### src/rtl/team_03_bus_arbiter_if.sv
`timescale 1ns/1ps
// Signal bundle for team_03_bus_arbiter: Wishbone requester, logic-analyzer
// requester and the shared downstream register port.
interface team_03_bus_arbiter_if;
  logic        wbs_cyc_i;
  logic        wbs_stb_i;
  logic        wbs_we_i;
  logic [3:0]  wbs_sel_i;
  logic [31:0] wbs_adr_i;
  logic [31:0] wbs_dat_i;
  logic        wbs_ack_o;
  logic [31:0] wbs_dat_o;

  logic        la_req_i;
  logic        la_we_i;
  logic [31:0] la_adr_i;
  logic [31:0] la_dat_i;
  logic        la_ack_o;
  logic [31:0] la_dat_o;

  logic        dev_stb_o;
  logic        dev_we_o;
  logic [3:0]  dev_sel_o;
  logic [31:0] dev_adr_o;
  logic [31:0] dev_dat_o;
  logic        dev_ack_i;
  logic [31:0] dev_dat_i;

  modport slave (
    input  wbs_cyc_i, wbs_stb_i, wbs_we_i, wbs_sel_i, wbs_adr_i, wbs_dat_i,
    output wbs_ack_o, wbs_dat_o,
    input  la_req_i, la_we_i, la_adr_i, la_dat_i,
    output la_ack_o, la_dat_o,
    output dev_stb_o, dev_we_o, dev_sel_o, dev_adr_o, dev_dat_o,
    input  dev_ack_i, dev_dat_i
  );

  modport master (
    output wbs_cyc_i, wbs_stb_i, wbs_we_i, wbs_sel_i, wbs_adr_i, wbs_dat_i,
    input  wbs_ack_o, wbs_dat_o,
    output la_req_i, la_we_i, la_adr_i, la_dat_i,
    input  la_ack_o, la_dat_o,
    input  dev_stb_o, dev_we_o, dev_sel_o, dev_adr_o, dev_dat_o,
    output dev_ack_i, dev_dat_i
  );
endinterface

### src/rtl/team_03_bus_arbiter.sv
`timescale 1ns/1ps
// Round-robin arbiter between a Wishbone requester and a logic-analyzer
// requester onto one downstream register port, with a per-transfer timeout.
module team_03_bus_arbiter #(
  parameter int unsigned TIMEOUT  = 16,
  parameter logic [31:0] ERR_DATA = 32'hDEAD_BEEF
) (
  input  logic                  wb_clk_i,
  input  logic                  wb_rst_i,
  team_03_bus_arbiter_if.slave  bus,
  output logic                  timeout_o,
  output logic [7:0]            timeout_cnt_o
);

  localparam logic [7:0] TMO_LAST = 8'(TIMEOUT - 1);

  typedef enum logic [1:0] {IDLE = 2'd0, XFER = 2'd1, RESP = 2'd2} state_t;

  state_t      state_r, state_nxt_s;
  logic        wb_req_s, la_req_s, keep_s, deliver_s;
  logic        grant_s, grant_la_s, done_s, tmo_s;
  logic [31:0] rd_data_s;

  logic        last_la_r, owner_la_r, abort_r;
  logic [7:0]  tmo_cnt_r, tmo_total_r;
  logic        dev_stb_r, dev_we_r;
  logic [3:0]  dev_sel_r;
  logic [31:0] dev_adr_r, dev_dat_r;
  logic        wbs_ack_r, la_ack_r, timeout_r;
  logic [31:0] wbs_dat_r, la_dat_r;

  // Next-state and grant/completion decode.
  always_comb begin
    wb_req_s    = bus.wbs_cyc_i & bus.wbs_stb_i;
    la_req_s    = bus.la_req_i;
    keep_s      = owner_la_r ? bus.la_req_i : bus.wbs_cyc_i;
    state_nxt_s = state_r;
    grant_s     = 1'b0;
    grant_la_s  = 1'b0;
    done_s      = 1'b0;
    tmo_s       = 1'b0;
    case (state_r)
      IDLE: begin
        if (wb_req_s || la_req_s) begin
          grant_s     = 1'b1;
          // On a tie, the requester that did not win last time goes first.
          grant_la_s  = la_req_s & (~wb_req_s | ~last_la_r);
          state_nxt_s = XFER;
        end else begin
          state_nxt_s = IDLE;
        end
      end
      XFER: begin
        if (bus.dev_ack_i) begin
          done_s      = 1'b1;
          state_nxt_s = RESP;
        end else if (tmo_cnt_r == TMO_LAST) begin
          done_s      = 1'b1;
          tmo_s       = 1'b1;
          state_nxt_s = RESP;
        end else begin
          state_nxt_s = XFER;
        end
      end
      RESP:    state_nxt_s = IDLE;
      default: state_nxt_s = IDLE;
    endcase
    deliver_s = keep_s & ~abort_r;
    rd_data_s = tmo_s ? ERR_DATA : bus.dev_dat_i;
  end

  // FSM state register.
  always_ff @(posedge wb_clk_i) begin
    if (wb_rst_i) begin
      state_r <= IDLE;
    end else begin
      state_r <= state_nxt_s;
    end
  end

  // Datapath: latch the winner, time the transfer, return response.
  always_ff @(posedge wb_clk_i) begin
    if (wb_rst_i) begin
      last_la_r   <= 1'b1;
      owner_la_r  <= 1'b0;
      abort_r     <= 1'b0;
      tmo_cnt_r   <= 8'd0;
      tmo_total_r <= 8'd0;
      dev_stb_r   <= 1'b0;
      dev_we_r    <= 1'b0;
      dev_sel_r   <= 4'd0;
      dev_adr_r   <= 32'd0;
      dev_dat_r   <= 32'd0;
      wbs_ack_r   <= 1'b0;
      la_ack_r    <= 1'b0;
      timeout_r   <= 1'b0;
      wbs_dat_r   <= 32'd0;
      la_dat_r    <= 32'd0;
    end else begin
      wbs_ack_r <= 1'b0;
      la_ack_r  <= 1'b0;
      timeout_r <= 1'b0;
      if (grant_s) begin
        last_la_r  <= grant_la_s;
        owner_la_r <= grant_la_s;
        abort_r    <= 1'b0;
        tmo_cnt_r  <= 8'd0;
        dev_stb_r  <= 1'b1;
        if (grant_la_s) begin
          dev_we_r  <= bus.la_we_i;
          dev_sel_r <= 4'hF;
          dev_adr_r <= bus.la_adr_i;
          dev_dat_r <= bus.la_dat_i;
        end else begin
          dev_we_r  <= bus.wbs_we_i;
          dev_sel_r <= bus.wbs_sel_i;
          dev_adr_r <= bus.wbs_adr_i;
          dev_dat_r <= bus.wbs_dat_i;
        end
      end else if (done_s) begin
        dev_stb_r <= 1'b0;
        if (tmo_s) begin
          timeout_r <= 1'b1;
          if (tmo_total_r != 8'hFF) begin
            tmo_total_r <= tmo_total_r + 8'd1;
          end
        end
        // A requester that let go mid-transfer gets neither ack nor data.
        if (deliver_s) begin
          if (owner_la_r) begin
            la_ack_r <= 1'b1;
            if (!dev_we_r) begin
              la_dat_r <= rd_data_s;
            end
          end else begin
            wbs_ack_r <= 1'b1;
            if (!dev_we_r) begin
              wbs_dat_r <= rd_data_s;
            end
          end
        end
      end else if (state_r == XFER) begin
        tmo_cnt_r <= tmo_cnt_r + 8'd1;
        if (!keep_s) begin
          abort_r <= 1'b1;
        end
      end
    end
  end

  assign bus.dev_stb_o  = dev_stb_r;
  assign bus.dev_we_o   = dev_we_r;
  assign bus.dev_sel_o  = dev_sel_r;
  assign bus.dev_adr_o  = dev_adr_r;
  assign bus.dev_dat_o  = dev_dat_r;
  assign bus.wbs_ack_o  = wbs_ack_r;
  assign bus.wbs_dat_o  = wbs_dat_r;
  assign bus.la_ack_o   = la_ack_r;
  assign bus.la_dat_o   = la_dat_r;
  assign timeout_o      = timeout_r;
  assign timeout_cnt_o  = tmo_total_r;

endmodule

### src/flat_wrapper.sv
// flat-port wrapper written by rule: the top's interface ports become plain ports
module team_03_bus_arbiter_flat 
#(
  parameter int unsigned TIMEOUT  = 16,
  parameter logic [31:0] ERR_DATA = 32'hDEAD_BEEF
)
  (wb_clk_i, wb_rst_i, timeout_o, timeout_cnt_o, bus_wbs_cyc_i, bus_wbs_stb_i, bus_wbs_we_i, bus_wbs_sel_i, bus_wbs_adr_i, bus_wbs_dat_i, bus_wbs_ack_o, bus_wbs_dat_o, bus_la_req_i, bus_la_we_i, bus_la_adr_i, bus_la_dat_i, bus_la_ack_o, bus_la_dat_o, bus_dev_stb_o, bus_dev_we_o, bus_dev_sel_o, bus_dev_adr_o, bus_dev_dat_o, bus_dev_ack_i, bus_dev_dat_i);
  team_03_bus_arbiter_if bus_i ();
  input  logic wb_clk_i;
  input  logic wb_rst_i;
  output logic timeout_o;
  output logic [7:0] timeout_cnt_o;
  input wire logic [$bits(bus_i.wbs_cyc_i)-1:0] bus_wbs_cyc_i;
  input wire logic [$bits(bus_i.wbs_stb_i)-1:0] bus_wbs_stb_i;
  input wire logic [$bits(bus_i.wbs_we_i)-1:0] bus_wbs_we_i;
  input wire logic [$bits(bus_i.wbs_sel_i)-1:0] bus_wbs_sel_i;
  input wire logic [$bits(bus_i.wbs_adr_i)-1:0] bus_wbs_adr_i;
  input wire logic [$bits(bus_i.wbs_dat_i)-1:0] bus_wbs_dat_i;
  output wire logic [$bits(bus_i.wbs_ack_o)-1:0] bus_wbs_ack_o;
  output wire logic [$bits(bus_i.wbs_dat_o)-1:0] bus_wbs_dat_o;
  input wire logic [$bits(bus_i.la_req_i)-1:0] bus_la_req_i;
  input wire logic [$bits(bus_i.la_we_i)-1:0] bus_la_we_i;
  input wire logic [$bits(bus_i.la_adr_i)-1:0] bus_la_adr_i;
  input wire logic [$bits(bus_i.la_dat_i)-1:0] bus_la_dat_i;
  output wire logic [$bits(bus_i.la_ack_o)-1:0] bus_la_ack_o;
  output wire logic [$bits(bus_i.la_dat_o)-1:0] bus_la_dat_o;
  output wire logic [$bits(bus_i.dev_stb_o)-1:0] bus_dev_stb_o;
  output wire logic [$bits(bus_i.dev_we_o)-1:0] bus_dev_we_o;
  output wire logic [$bits(bus_i.dev_sel_o)-1:0] bus_dev_sel_o;
  output wire logic [$bits(bus_i.dev_adr_o)-1:0] bus_dev_adr_o;
  output wire logic [$bits(bus_i.dev_dat_o)-1:0] bus_dev_dat_o;
  input wire logic [$bits(bus_i.dev_ack_i)-1:0] bus_dev_ack_i;
  input wire logic [$bits(bus_i.dev_dat_i)-1:0] bus_dev_dat_i;
  assign bus_i.wbs_cyc_i = bus_wbs_cyc_i;
  assign bus_i.wbs_stb_i = bus_wbs_stb_i;
  assign bus_i.wbs_we_i = bus_wbs_we_i;
  assign bus_i.wbs_sel_i = bus_wbs_sel_i;
  assign bus_i.wbs_adr_i = bus_wbs_adr_i;
  assign bus_i.wbs_dat_i = bus_wbs_dat_i;
  assign bus_wbs_ack_o = bus_i.wbs_ack_o;
  assign bus_wbs_dat_o = bus_i.wbs_dat_o;
  assign bus_i.la_req_i = bus_la_req_i;
  assign bus_i.la_we_i = bus_la_we_i;
  assign bus_i.la_adr_i = bus_la_adr_i;
  assign bus_i.la_dat_i = bus_la_dat_i;
  assign bus_la_ack_o = bus_i.la_ack_o;
  assign bus_la_dat_o = bus_i.la_dat_o;
  assign bus_dev_stb_o = bus_i.dev_stb_o;
  assign bus_dev_we_o = bus_i.dev_we_o;
  assign bus_dev_sel_o = bus_i.dev_sel_o;
  assign bus_dev_adr_o = bus_i.dev_adr_o;
  assign bus_dev_dat_o = bus_i.dev_dat_o;
  assign bus_i.dev_ack_i = bus_dev_ack_i;
  assign bus_i.dev_dat_i = bus_dev_dat_i;
  team_03_bus_arbiter #(.TIMEOUT(TIMEOUT), .ERR_DATA(ERR_DATA)) u_core (.wb_clk_i(wb_clk_i), .wb_rst_i(wb_rst_i), .bus(bus_i), .timeout_o(timeout_o), .timeout_cnt_o(timeout_cnt_o));
endmodule
### config.mk
export PLATFORM = sky130hd
export DESIGN_NAME = team_03_bus_arbiter_flat
export DESIGN_NICKNAME = d
export VERILOG_FILES = /design/src/rtl/team_03_bus_arbiter_if.sv /design/src/rtl/team_03_bus_arbiter.sv /design/src/flat_wrapper.sv
export SDC_FILE = /design/constraint.sdc
export NUM_CORES = 1
export LEC_CHECK = 0
export ABC_CLOCK_PERIOD_IN_PS = 3900
export BUFFER_PORTS_ARGS = -buffer_cell sky130_fd_sc_hd__buf_2
export CAP_MARGIN = 20
export CELL_PAD_IN_SITES_DETAIL_PLACEMENT = 1
export CELL_PAD_IN_SITES_GLOBAL_PLACEMENT = 2
export CORE_ASPECT_RATIO = 1.2
export CORE_UTILIZATION = 28
export DETAILED_ROUTE_END_ITERATION = 7
export GPL_TIMING_DRIVEN = 0
export HOLD_SLACK_MARGIN = 0.05
export MAX_ROUTING_LAYER = met4
export PLACE_DENSITY_LB_ADDON = 0.1
export SLEW_MARGIN = 40
export SYNTH_ARGS = -nofsm -noshare
export SYNTH_HDL_FRONTEND = slang
export SYNTH_SLANG_ARGS = --single-unit
### constraint.sdc
create_clock -name wb_clk_i -period 3.9 [get_ports wb_clk_i]
set_clock_uncertainty 0.15 [all_clocks]
set_input_delay 0.585 -clock wb_clk_i [delete_from_list [all_inputs] [get_ports wb_clk_i]]
set_output_delay 0.585 -clock wb_clk_i [all_outputs]
set_load 0.1 [all_outputs]
# ---- Yosys cells after proc, flatten, opt, wreduce, memory -nomap -nowiden
# Cells that the tools add are included.
dict set report classes {
  n_addsub 2
  n_eq_ne 3
  muxes 24
  n_bitwise 13
  n_reduce_logical 11
}
# operator n
set op_table {}
lappend op_table {{$mux 32} 3}
lappend op_table {{$mux 1} 17}
lappend op_table {{$add 8x1->8 const B} 2}
lappend op_table {{$reduce_and 5->1} 2}
lappend op_table {{$not 1->1} 9}
lappend op_table {{$eq 8x4->1 const B} 1}
lappend op_table {{$ne 8x8->1 const B} 1}
lappend op_table {{$mux 2} 2}
lappend op_table {{$mux 4} 1}
lappend op_table {{$pmux 2 s2} 1}
lappend op_table {{$reduce_and 4->1} 1}
lappend op_table {{$reduce_or 4->1} 1}
lappend op_table {{$and 1x1->1} 3}
lappend op_table {{$reduce_and 3->1} 1}
lappend op_table {{$reduce_or 3->1} 1}
lappend op_table {{$eq 2x1->1 const B} 1}
lappend op_table {{$logic_not 2->1} 1}
lappend op_table {{$reduce_and 2->1} 1}
lappend op_table {{$reduce_bool 2->1} 1}
lappend op_table {{$reduce_or 2->1} 1}
lappend op_table {{$logic_or 1x1->1} 1}
lappend op_table {{$or 1x1->1} 1}
dict set report word_totals {
  regBits 158
  out_inout_bits 145
  elab_cells 69
}

# ---- Depth between registers and ports, before layout
# Gate-level depths: netlist of run 1.
dict set report logic_depth {
  ltp_word 7
  depth_mapped 8
  depth_no_buf 5
}

# ---- Worst setup path after synthesis of run 1
# OpenSTA, ideal clock, no wires.
dict set report synth_path {
  kind {register -> register}
  from {reg u_core.tmo_total_r[1], in the netlist u_core.timeout_cnt_o[1]}
  to {reg u_core.tmo_total_r[2], in the netlist u_core.timeout_cnt_o[2]}
  setup_ns 0.116
  arrival_ns 2.203
  path_slack_ns 1.431
  stages_incl_launch_ff 7
  synth_period_minus_slack_ns 2.469
  path_cell_list {dfxtp_1 -> ha_1 -> nand4_1 -> nor2_1 -> clkbuf_1 -> nor2_1 -> a31o_1}
}
dict set report synth_between {
  elab_chain_cells 2
}
# element line_no
set synth_lines {}
lappend synth_lines {{start, declared} team_03_bus_arbiter.sv:25} ;# logic [7:0] tmo_cnt_r, tmo_total_r;
lappend synth_lines {{start signal, assigned} team_03_bus_arbiter.sv:125} ;# tmo_total_r <= tmo_total_r + 8'd1;
lappend synth_lines {{branches (longest 2 deep; another with $add 8x1->8)} n/a}
# Several ways; the timed one is not identified.
# A chain may end at the register's enable or synchronous reset.

# ---- Final worst setup path of run 1
dict set report layout_path {
  from {reg u_core.tmo_cnt_r[0]}
  to {reg u_core.wbs_dat_r[14], in the netlist u_core.bus.wbs_dat_o[14]}
}
dict set report layout_between {
  elab_chain_cells 5
}
# element line_no
set layout_lines {}
lappend layout_lines {{start, declared} team_03_bus_arbiter.sv:25}
lappend layout_lines {{start signal, assigned} team_03_bus_arbiter.sv:143} ;# tmo_cnt_r <= tmo_cnt_r + 8'd1;
lappend layout_lines {{$eq 8x4->1 (*)} team_03_bus_arbiter.sv:57} ;# end else if (tmo_cnt_r == TMO_LAST) begin
lappend layout_lines {{$mux 1 (*)} team_03_bus_arbiter.sv:57}
lappend layout_lines {{$mux 1} team_03_bus_arbiter.sv:54} ;# if (bus.dev_ack_i) begin
lappend layout_lines {{$mux 1} team_03_bus_arbiter.sv:42} ;# case (state_r)
lappend layout_lines {{$reduce_and 5->1 (no line) / $mux 32 (equally long branches)} n/a}
lappend layout_lines {{end signal, assigned} team_03_bus_arbiter.sv:138} ;# wbs_dat_r <= rd_data_s;
lappend layout_lines {{end, declared} team_03_bus_arbiter.sv:30} ;# logic [31:0] wbs_dat_r, la_dat_r;
# Every way passes the cells marked *; elsewhere a longest branch is shown, timed or not.

==> results of run 1 <==
[power breakdown]
part           internal, mW  switching, mW  leakage [nW]
clock network         0.825          0.725         0.262
logic                 0.285           1.09          2.69
registers              1.72         0.0554          1.29
[layout by cell type, fill, tap and decap left out, types with 9 or more instances in the layout]
cell type,count
nor2b_1,24
o21a_1,24
a211oi_1,90
clkbuf_16,17
mux2i_1,75
clkbuf_1,38
o21ai_0,9
dfxtp_1,158
nand4_1,10
nor2_1,81
nand2_1,32
nand3_1,10
a21oi_1,65
buf_2,331
[per-stage QoR]
stage | cells | area, µm²
final | 1363 | 9090
after global placement | 1329 | 8550
after floorplan | 700 | 6580
after detailed placement | 1329 | 8550
after global routing | 1363 | 9090
after CTS | 1361 | 9080
[layout make-up]
class | instances | area (µm²)
Fill cell | 2810 | 14000
Sequential cell | 158 | 3160
Multi-Input combinational cell | 475 | 3110
Timing Repair Buffer | 314 | 1570
Clock buffer | 18 | 429
Tap cell | 315 | 394
Buffer | 65 | 295
Clock inverter | 14 | 109
Inverter | 2 | 7.51
Antenna cell | 2 | 5.00
[sequential cells by signal, summed over array words and instances (netlist names), 2 cells and up]
| name | flops |
|---|---|
| u_core.bus.dev_dat_o | 32 |
| u_core.bus.wbs_dat_o | 32 |
| u_core.bus.la_dat_o | 32 |
| u_core.timeout_cnt_o | 8 |
| u_core.bus.dev_adr_o | 32 |
| u_core.state_r | 2 |
| u_core.tmo_cnt_r | 8 |
| u_core.bus.dev_sel_o | 4 |
[tightest hold or removal path, cell delays in order]
cell and delay [ps]:
buf_2 100, nand2_1 50, mux2i_1 50
[worst paths after layout]
kind | slack (ps) | start | depth (start not counted) | endpoint
setup / recovery | 1550 | u_core.tmo_cnt_r[0] | 8 | u_core.bus.wbs_dat_o[14]
hold / removal | 260 | bus_dev_dat_i[24] | 3 | u_core.bus.la_dat_o[24]
setup reg to reg | 1550 | u_core.tmo_cnt_r[0] | 8 | u_core.bus.wbs_dat_o[14]
hold reg to reg | 300 | u_core.bus.la_dat_o[29] | 2 | u_core.bus.la_dat_o[29]
[per-layer routing]
layer  track usage  wire length (µm)  up-vias
met3        0.0557              1680       19
met4        0.0594               303        0
met1         0.244             10400     3006
li1              -                 -     3197
met2         0.345             11800      223
met5             -                 0        -
[cells by family (layout without fill, tap and decap cells)]
logic type / Yosys count / in the layout / share of synthesized area
buffers and inverters: 67 / 413 / 0.0460
adder cells (fa/ha/maj): 2 / 2 / 0.00380
other: 0 / 2 / 0
multiplexers: 75 / 75 / 0.114
AND/OR/NAND/NOR: 186 / 186 / 0.139
AO/OA/AOI/OAI: 206 / 206 / 0.208
XOR/XNOR: 6 / 6 / 0.00799
flip-flops: 158 / 158 / 0.481
==> results.sh, run 1 <==
export IMPL_place_ws_ps=1210
export IMPL_grt_pass1_wl_um=36700
export IMPL_synth_cells=700
export IMPL_critical_path_buf_inv_count=3
export IMPL_clk_pin_slew_worst_paths_ps=70
export IMPL_io_pins=317
export IMPL_wl_per_cell_um=17.7
export IMPL_max_vdd_ir_drop_mv=0.234
export IMPL_clk_latency_ps=420
export IMPL_area_growth_pct=38.1
export IMPL_crit_slowest_cell="buf_1"
export IMPL_worstMarginPinSlew_ps=770
export IMPL_cts_setup_buffers=0
export IMPL_fmax_mhz=426
export IMPL_synth_area_per_cell_um2=9.40
export IMPL_dpl_hpwl_um=18900
export IMPL_max_stage_delay_ps=430
export IMPL_cts_root_buffer="clkbuf_16"
export IMPL_slew_violations=0
export IMPL_setup_worst_path_start_class="flop"
export IMPL_grt_max_degree=17
export IMPL_cts_made_buffers=17
export IMPL_p_leak_nw=4.25
export IMPL_rows=61
export IMPL_end_kind="flop"
export IMPL_cp_data_arrival_time_ps=2550
export IMPL_maxCapViolCount=0
export IMPL_synth_most_common_cell="dfxtp_1"
export IMPL_overflow=0
export IMPL_fp_dieH_um=170
export IMPL_synthTopCellsByArea="dfxtp_1 (48%), mux2i_1 (11%), a211oi_1 (10%), a21oi_1 (4.9%), nor2_1 (4.6%)"
export IMPL_grt_pass1_vias=6412
export IMPL_slew_limit_headroom=0.484
export IMPL_firstDrtPassIters=4
export IMPL_antenna_found_initial=2
export IMPL_routed_via_count=6445
export IMPL_synth_main_ff_cell="dfxtp_1"
export IMPL_critPathTopFamily="buffers and inverters"
export IMPL_grt_usage=0.207
export IMPL_synth_top_area_share=0.481
export IMPL_ys_warn_count=0
export IMPL_cts_path_max_buffers=2
export IMPL_holdWs_ps=261
export IMPL_vias_per_cell=4.73
export IMPL_die_w_um=142
export IMPL_synth_distinct_cells=41
export IMPL_layout_setup_ws_ps=1550
export IMPL_start_util=0.285
export IMPL_outcome="completed"
export IMPL_power_total_mw=4.70
export IMPL_finalSetupViolCount=0
export IMPL_place_gp_congestion=0.771
export IMPL_powerDensity_nw_per_um2=517
export IMPL_rsz0062_at_grt="no"
export IMPL_die_area_um2=24100
export IMPL_totalWireLength_um=24100
export IMPL_hold_viol=0
export IMPL_cp_required_ps=4100
export IMPL_critical_path_cell_chain="ha_1 -> and3_1 -> clkbuf_1 -> nand3_2 -> buf_2 -> buf_1 -> nand4_1 -> a21oi_1"
export IMPL_tns_ps=0
export IMPL_synth_fp_nets=874
export IMPL_fin_util=0.393
export IMPL_io_buffers=314
export IMPL_postCtsHoldBufs=0
export IMPL_htreeDepth=4
export IMPL_seq_area_frac_synth=0.481
export IMPL_drt_iter0_markers=179
export IMPL_clock_sinks=158
export IMPL_drive_gt1_frac=0.360
export IMPL_hold_path_class="primary input to flop"
export IMPL_final_net_count=1207
export IMPL_ys_seq_elements=158
export IMPL_synthArstFlopShare=0
export IMPL_worstSetupPathType="flop to flop"
export IMPL_worstPathMaxFanout=10
export IMPL_synth_edf_count=0
export IMPL_core_area_um2=23100
export IMPL_ant_nets=0
export IMPL_syn_area_um2=6580
export IMPL_cts_resized=0
export IMPL_period_share=0.602
export IMPL_synth_common_cells="dfxtp_1 (158), a211oi_1 (90), nor2_1 (81)"
export IMPL_drcViolationCount=0
export IMPL_finalCriticalPeriod_ps=2350
export IMPL_cts_tree="yes"
export IMPL_synth_top_cell_by_area="dfxtp_1"
Power figures use the tool's default switching activity.
==> inputs of run 2 (changes only) <==
--- a/config.mk
+++ b/config.mk
@@ -5,13 +5,13 @@
 export SDC_FILE = /design/constraint.sdc
 export NUM_CORES = 1
 export LEC_CHECK = 0
-export ABC_CLOCK_PERIOD_IN_PS = 3900
+export ABC_CLOCK_PERIOD_IN_PS = 2200
 export BUFFER_PORTS_ARGS = -buffer_cell sky130_fd_sc_hd__buf_2
 export CAP_MARGIN = 20
 export CELL_PAD_IN_SITES_DETAIL_PLACEMENT = 1
 export CELL_PAD_IN_SITES_GLOBAL_PLACEMENT = 2
 export CORE_ASPECT_RATIO = 1.2
-export CORE_UTILIZATION = 28
+export CORE_UTILIZATION = 26
 export DETAILED_ROUTE_END_ITERATION = 7
 export GPL_TIMING_DRIVEN = 0
 export HOLD_SLACK_MARGIN = 0.05
==> constraint.sdc (replaced) <==
create_clock -name wb_clk_i -period 2.2 [get_ports wb_clk_i]
set_clock_uncertainty 0.15 [all_clocks]
set_input_delay 0.33 -clock wb_clk_i [delete_from_list [all_inputs] [get_ports wb_clk_i]]
set_output_delay 0.33 -clock wb_clk_i [all_outputs]
set_load 0.1 [all_outputs]
==> results.sh, run 2 (same netlist as run 1, synthesis figures left out) <==
export IMPL_drcViolationCount=0
export IMPL_max_vdd_ir_drop_mv=0.447
export IMPL_dpl_hpwl_um=19200
export IMPL_dpl_cell_count=1339
export IMPL_cts_tree="yes"
export IMPL_routed_via_count=6490
export IMPL_ff2ff_path_depth=6
export IMPL_ant_nets=0
export IMPL_clk_pin_slew_worst_paths_ps=80
export IMPL_overflow=0
export IMPL_die_w_um=147
export IMPL_totalWireLength_um=24800
export IMPL_fin_util=0.377
export IMPL_met1_length_um=10500
export IMPL_outcome="completed"
export IMPL_wl_per_cell_um=17.9
export IMPL_cts_root_buffer="clkbuf_16"
export IMPL_drt_iter0_markers=106
export IMPL_period_share=0.957
export IMPL_hold_path_class="primary input to flop"
export IMPL_grt_usage=0.199
export IMPL_clk_latency_ps=420
export IMPL_clock_sinks=158
export IMPL_area_growth_pct=41.7
export IMPL_met2_length_um=12000
export IMPL_firstDrtPassIters=4
export IMPL_rows=63
export IMPL_slew_violations=0
export IMPL_finalCriticalPeriod_ps=2110
export IMPL_whs_path_depth=3
export IMPL_critical_path_cell_chain="ha_1 -> and3_2 -> nand3_2 -> buf_2 -> o311a_1 -> a31o_1"
export IMPL_cp_data_arrival_time_ps=2270
export IMPL_p_leak_nw=4.35
export IMPL_critPathTopFamily="compound AO/OA/AOI/OAI gates"
export IMPL_critical_path_buf_inv_count=1
export IMPL_final_net_count=1222
export IMPL_max_stage_delay_ps=390
export IMPL_place_gp_congestion=0.758
export IMPL_vias_per_cell=4.68
export IMPL_grt_pass1_wl_um=38300
export IMPL_setup_worst_path_start_class="flop"
export IMPL_cp_required_ps=2370
export IMPL_powerDensity_nw_per_um2=908
export IMPL_worstPathMaxFanout=10
export IMPL_final_cell_mix="buf_2 (331), dfxtp_1 (151), a211oi_1 (90)"
export IMPL_io_pins=317
export IMPL_highest_layer="met4"
export IMPL_end_kind="flop"
export IMPL_cts_path_max_buffers=2
export IMPL_finalSetupViolCount=0
export IMPL_wl_met3_um=1810
export IMPL_drive_gt1_frac=0.379
export IMPL_htreeDepth=4
export IMPL_instances_no_fill=1387
export IMPL_grt_pass1_vias=6781
export IMPL_crit_slowest_cell="dfxtp_1"
export IMPL_final_common_cell="buf_2"
export IMPL_worstSetupPathType="flop to flop"
export IMPL_slew_limit_headroom=0.497
export IMPL_maxCapViolCount=0
export IMPL_core_area_um2=24800
export IMPL_hold_viol=0
export IMPL_io_buffers=314
export IMPL_start_util=0.266
export IMPL_power_total_mw=8.47
export IMPL_worstMarginPinSlew_ps=754
export IMPL_cts_made_buffers=17
export IMPL_fmax_mhz=475
export IMPL_antenna_found_initial=1
export IMPL_grt_max_degree=17
export IMPL_fp_dieH_um=176
export IMPL_crit_cells=6
export IMPL_die_area_um2=26000
-- run 2: where the power goes --
part	total [mW]	switching [mW]	internal (mW)
logic	2.46	1.93	0.527
registers	3.15	0.100	3.05
clock network	2.86	1.35	1.51
total	8.47	3.38	5.09
-- run 2: final cells by class --
class / count / area [µm²]
clock inverter: 14 / 125
timing repair buffer: 330 / 1720
clock buffer: 18 / 439
tap: 325 / 407
fill: 2976 / 15400
inverter: 2 / 7.51
antenna: 1 / 2.50
multi-input combinational: 475 / 3150
buffer: 64 / 304
sequential: 158 / 3170
-- run 2: worst register-to-register path, delay by kind of cell, from the launching register on --
family | cells | cell delay (ps)
adders and majority gates | 1 | 240
AOI/OAI and AO/OA | 2 | 520
and+or+nand+nor | 2 | 480
buffers and inverters | 1 | 230
DFF | 1 | 390
-- run 2: path summary, 6_finish.rpt --
check / startpoint / slack [ps] / to
max: u_core.tmo_cnt_r[0] / 90 / u_core.timeout_cnt_o[2]
min: bus_la_dat_i[7] / 80 / u_core.bus.dev_dat_o[7]
max reg2reg: u_core.tmo_cnt_r[0] / 90 / u_core.timeout_cnt_o[2]
min reg2reg: u_core.bus.la_dat_o[7] / 310 / u_core.bus.la_dat_o[7]
-- run 2: layer usage --
layer  global-route usage  up-vias
li1                     -     3225
met1                0.229     3001
met2                0.333      241
met3               0.0566       23
met4               0.0631        0
met5                    -        -
-- run 2: what timing repair did --
action,CTS,global route
hold buffers,12,0
pin swaps,0,2
gates resized for setup,4,14
hold endpoints to repair,20,0
setup endpoints to repair,106,92
cloned,0,0
buffers inserted,0,4
-- run 2: metrics by stage --
| step | hold WS (ps) | worst slack (ps) | cell area, µm² | TNS [ps] |
|---|---|---|---|---|
| after global routing | 90.6 | -5.97 | 9330 | -10.5 |
| after detailed placement | 297 | -303 | 8570 | -20040 |
| after CTS | 62.4 | -5.55 | 9270 | -5.55 |
| after global placement | 294 | -340 | 8570 | -20620 |
| after floorplan | 291 | 97.2 | 6590 | 0 |
| final | 76.7 | 94.1 | 9330 | 0 |
==> inputs of run 3 (changes only) <==
==> constraint.sdc (replaced) <==
create_clock -name wb_clk_i -period 2.2 [get_ports wb_clk_i]
set_clock_uncertainty 0.15 [all_clocks]
set_input_delay 0.33 -clock wb_clk_i [delete_from_list [all_inputs] [get_ports wb_clk_i]]
set_output_delay 0.33 -clock wb_clk_i [all_outputs]
set_load 0.01 [all_outputs]
==> results.sh, run 3 (same netlist as run 1, synthesis figures left out) <==
export IMPL_outcome="completed"
export IMPL_cts_path_max_buffers=2
export IMPL_htreeDepth=4
export IMPL_power_total_mw=7.40
export IMPL_setup_worst_path_start_class="flop"
export IMPL_firstDrtPassIters=4
export IMPL_clock_sinks=158
export IMPL_place_ws_ps=-292
export IMPL_instances_no_fill=1384
export IMPL_die_w_um=147
export IMPL_routed_via_count=6437
export IMPL_cts_root_buffer="clkbuf_16"
export IMPL_grt_pass1_wl_um=37500
export IMPL_fmax_mhz=486
export IMPL_cts_made_buffers=17
export IMPL_clk_latency_ps=420
export IMPL_finalSetupViolCount=0
export IMPL_slew_limit_headroom=0.538
export IMPL_finalCriticalPeriod_ps=2060
export IMPL_maxCapViolCount=0
export IMPL_hold_viol=0
export IMPL_rows=63
export IMPL_grt_max_degree=17
export IMPL_antenna_found_initial=2
export IMPL_wl_per_cell_um=17.7
export IMPL_period_share=0.936
export IMPL_slew_violations=0
export IMPL_cts_setup_buffers=0
export IMPL_rsz0062_at_grt="no"
export IMPL_die_area_um2=26000
export IMPL_fp_dieH_um=176
export IMPL_ant_nets=0
export IMPL_final_cell_mix="buf_2 (332), dfxtp_1 (158), a211oi_1 (90)"
export IMPL_place_gp_congestion=0.711
export IMPL_core_area_um2=24800
export IMPL_cp_data_arrival_time_ps=2230
export IMPL_grt_usage=0.196
export IMPL_final_common_cell="buf_2"
export IMPL_grt_pass1_vias=6680
export IMPL_worstSetupPathType="flop to flop"
export IMPL_drt_iter0_markers=200
export IMPL_max_vdd_ir_drop_mv=0.461
export IMPL_end_kind="flop"
export IMPL_final_net_count=1218
export IMPL_critical_path_cell_chain="nor4_4 -> nand3_2 -> buf_2 -> o311a_1 -> a31o_1"
export IMPL_max_stage_delay_ps=520
export IMPL_final_area_um2=9300
export IMPL_totalWireLength_um=24500
export IMPL_p_leak_nw=4.33
export IMPL_drcViolationCount=0
export IMPL_io_pins=317
export IMPL_drive_gt1_frac=0.369
export IMPL_clk_pin_slew_worst_paths_ps=70
export IMPL_crit_slowest_cell="nor4_4"
export IMPL_worstMarginPinSlew_ps=693
export IMPL_dpl_hpwl_um=19200
export IMPL_start_util=0.266
export IMPL_cts_tree="yes"
export IMPL_area_growth_pct=41.3
export IMPL_powerDensity_nw_per_um2=796
export IMPL_cp_required_ps=2370
export IMPL_placedInstanceArea_um2=8560
export IMPL_io_buffers=314
export IMPL_vias_per_cell=4.65
export IMPL_overflow=0
export IMPL_dpl_cell_count=1339
export IMPL_hold_path_class="primary input to flop"
export IMPL_worstPathMaxFanout=10
export IMPL_layout_setup_ws_ps=141
## run 3: worst paths after layout
kind	to	startpoint	cells past startpoint	slack (ps)
min	u_core.bus.dev_adr_o[16]	bus_la_adr_i[16]	3	80
max	u_core.timeout_cnt_o[2]	u_core.tmo_cnt_r[7]	5	140
min reg2reg	u_core.bus.la_dat_o[17]	u_core.bus.la_dat_o[17]	2	300
max reg2reg	u_core.timeout_cnt_o[2]	u_core.tmo_cnt_r[7]	5	140
## run 3: worst max-delay path, delay by kind of cell (launching register included)
| kind | cells | cell delay (ps) |
|---|---|---|
| and+or+nand+nor | 2 | 720 |
| AOI/OAI and AO/OA | 2 | 520 |
| buffers and inverters | 1 | 220 |
| DFF | 1 | 340 |
## run 3: where the power goes
part / switching, mW / internal [mW] / leakage [nW]
combinational: 0.721 / 0.524 / 2.76
clock: 1.31 / 1.69 / 0.278
sequential: 0.104 / 3.05 / 1.29
## run 3: final cells by class
class                           count  area, µm²
Inverter                            2       7.51
Antenna cell                        2       5.00
Multi-Input combinational cell    475       3140
Sequential cell                   158       3160
Timing Repair Buffer              326       1690
Buffer                             64        302
Clock inverter                     14        158
Fill cell                        2981      15500
Tap cell                          325        407
Clock buffer                       18        429
## run 3: metal layers
layer	vias up	wire length [µm]	part of all wire	GRT usage
met4	0	335	0.014	0.0571
met1	2972	10200	0.42	0.227
met2	218	12200	0.50	0.327
met5	-	0	0	-
li1	3228	-	-	-
met3	19	1770	0.072	0.0556
## run 3: repair_timing
action / in CTS / in global routing
pin swaps: 0 / 2
endpoints found under the setup margin: 105 / 82
gates cloned: 0 / 0
hold endpoints to repair: 20 / 0
hold buffers: 12 / 0
gates resized for setup: 3 / 14
## run 3: stage by stage
stage	hold slack (ps)	TNS [ps]	utilization
3_5_place_dp	300	-17670	0.346
2_1_floorplan	291	0	-
6_report	83.2	0	0.376
5_1_grt	80.6	0	0.376
3_3_place_gp	292	-17110	0.346
4_1_cts	71.0	0	0.375
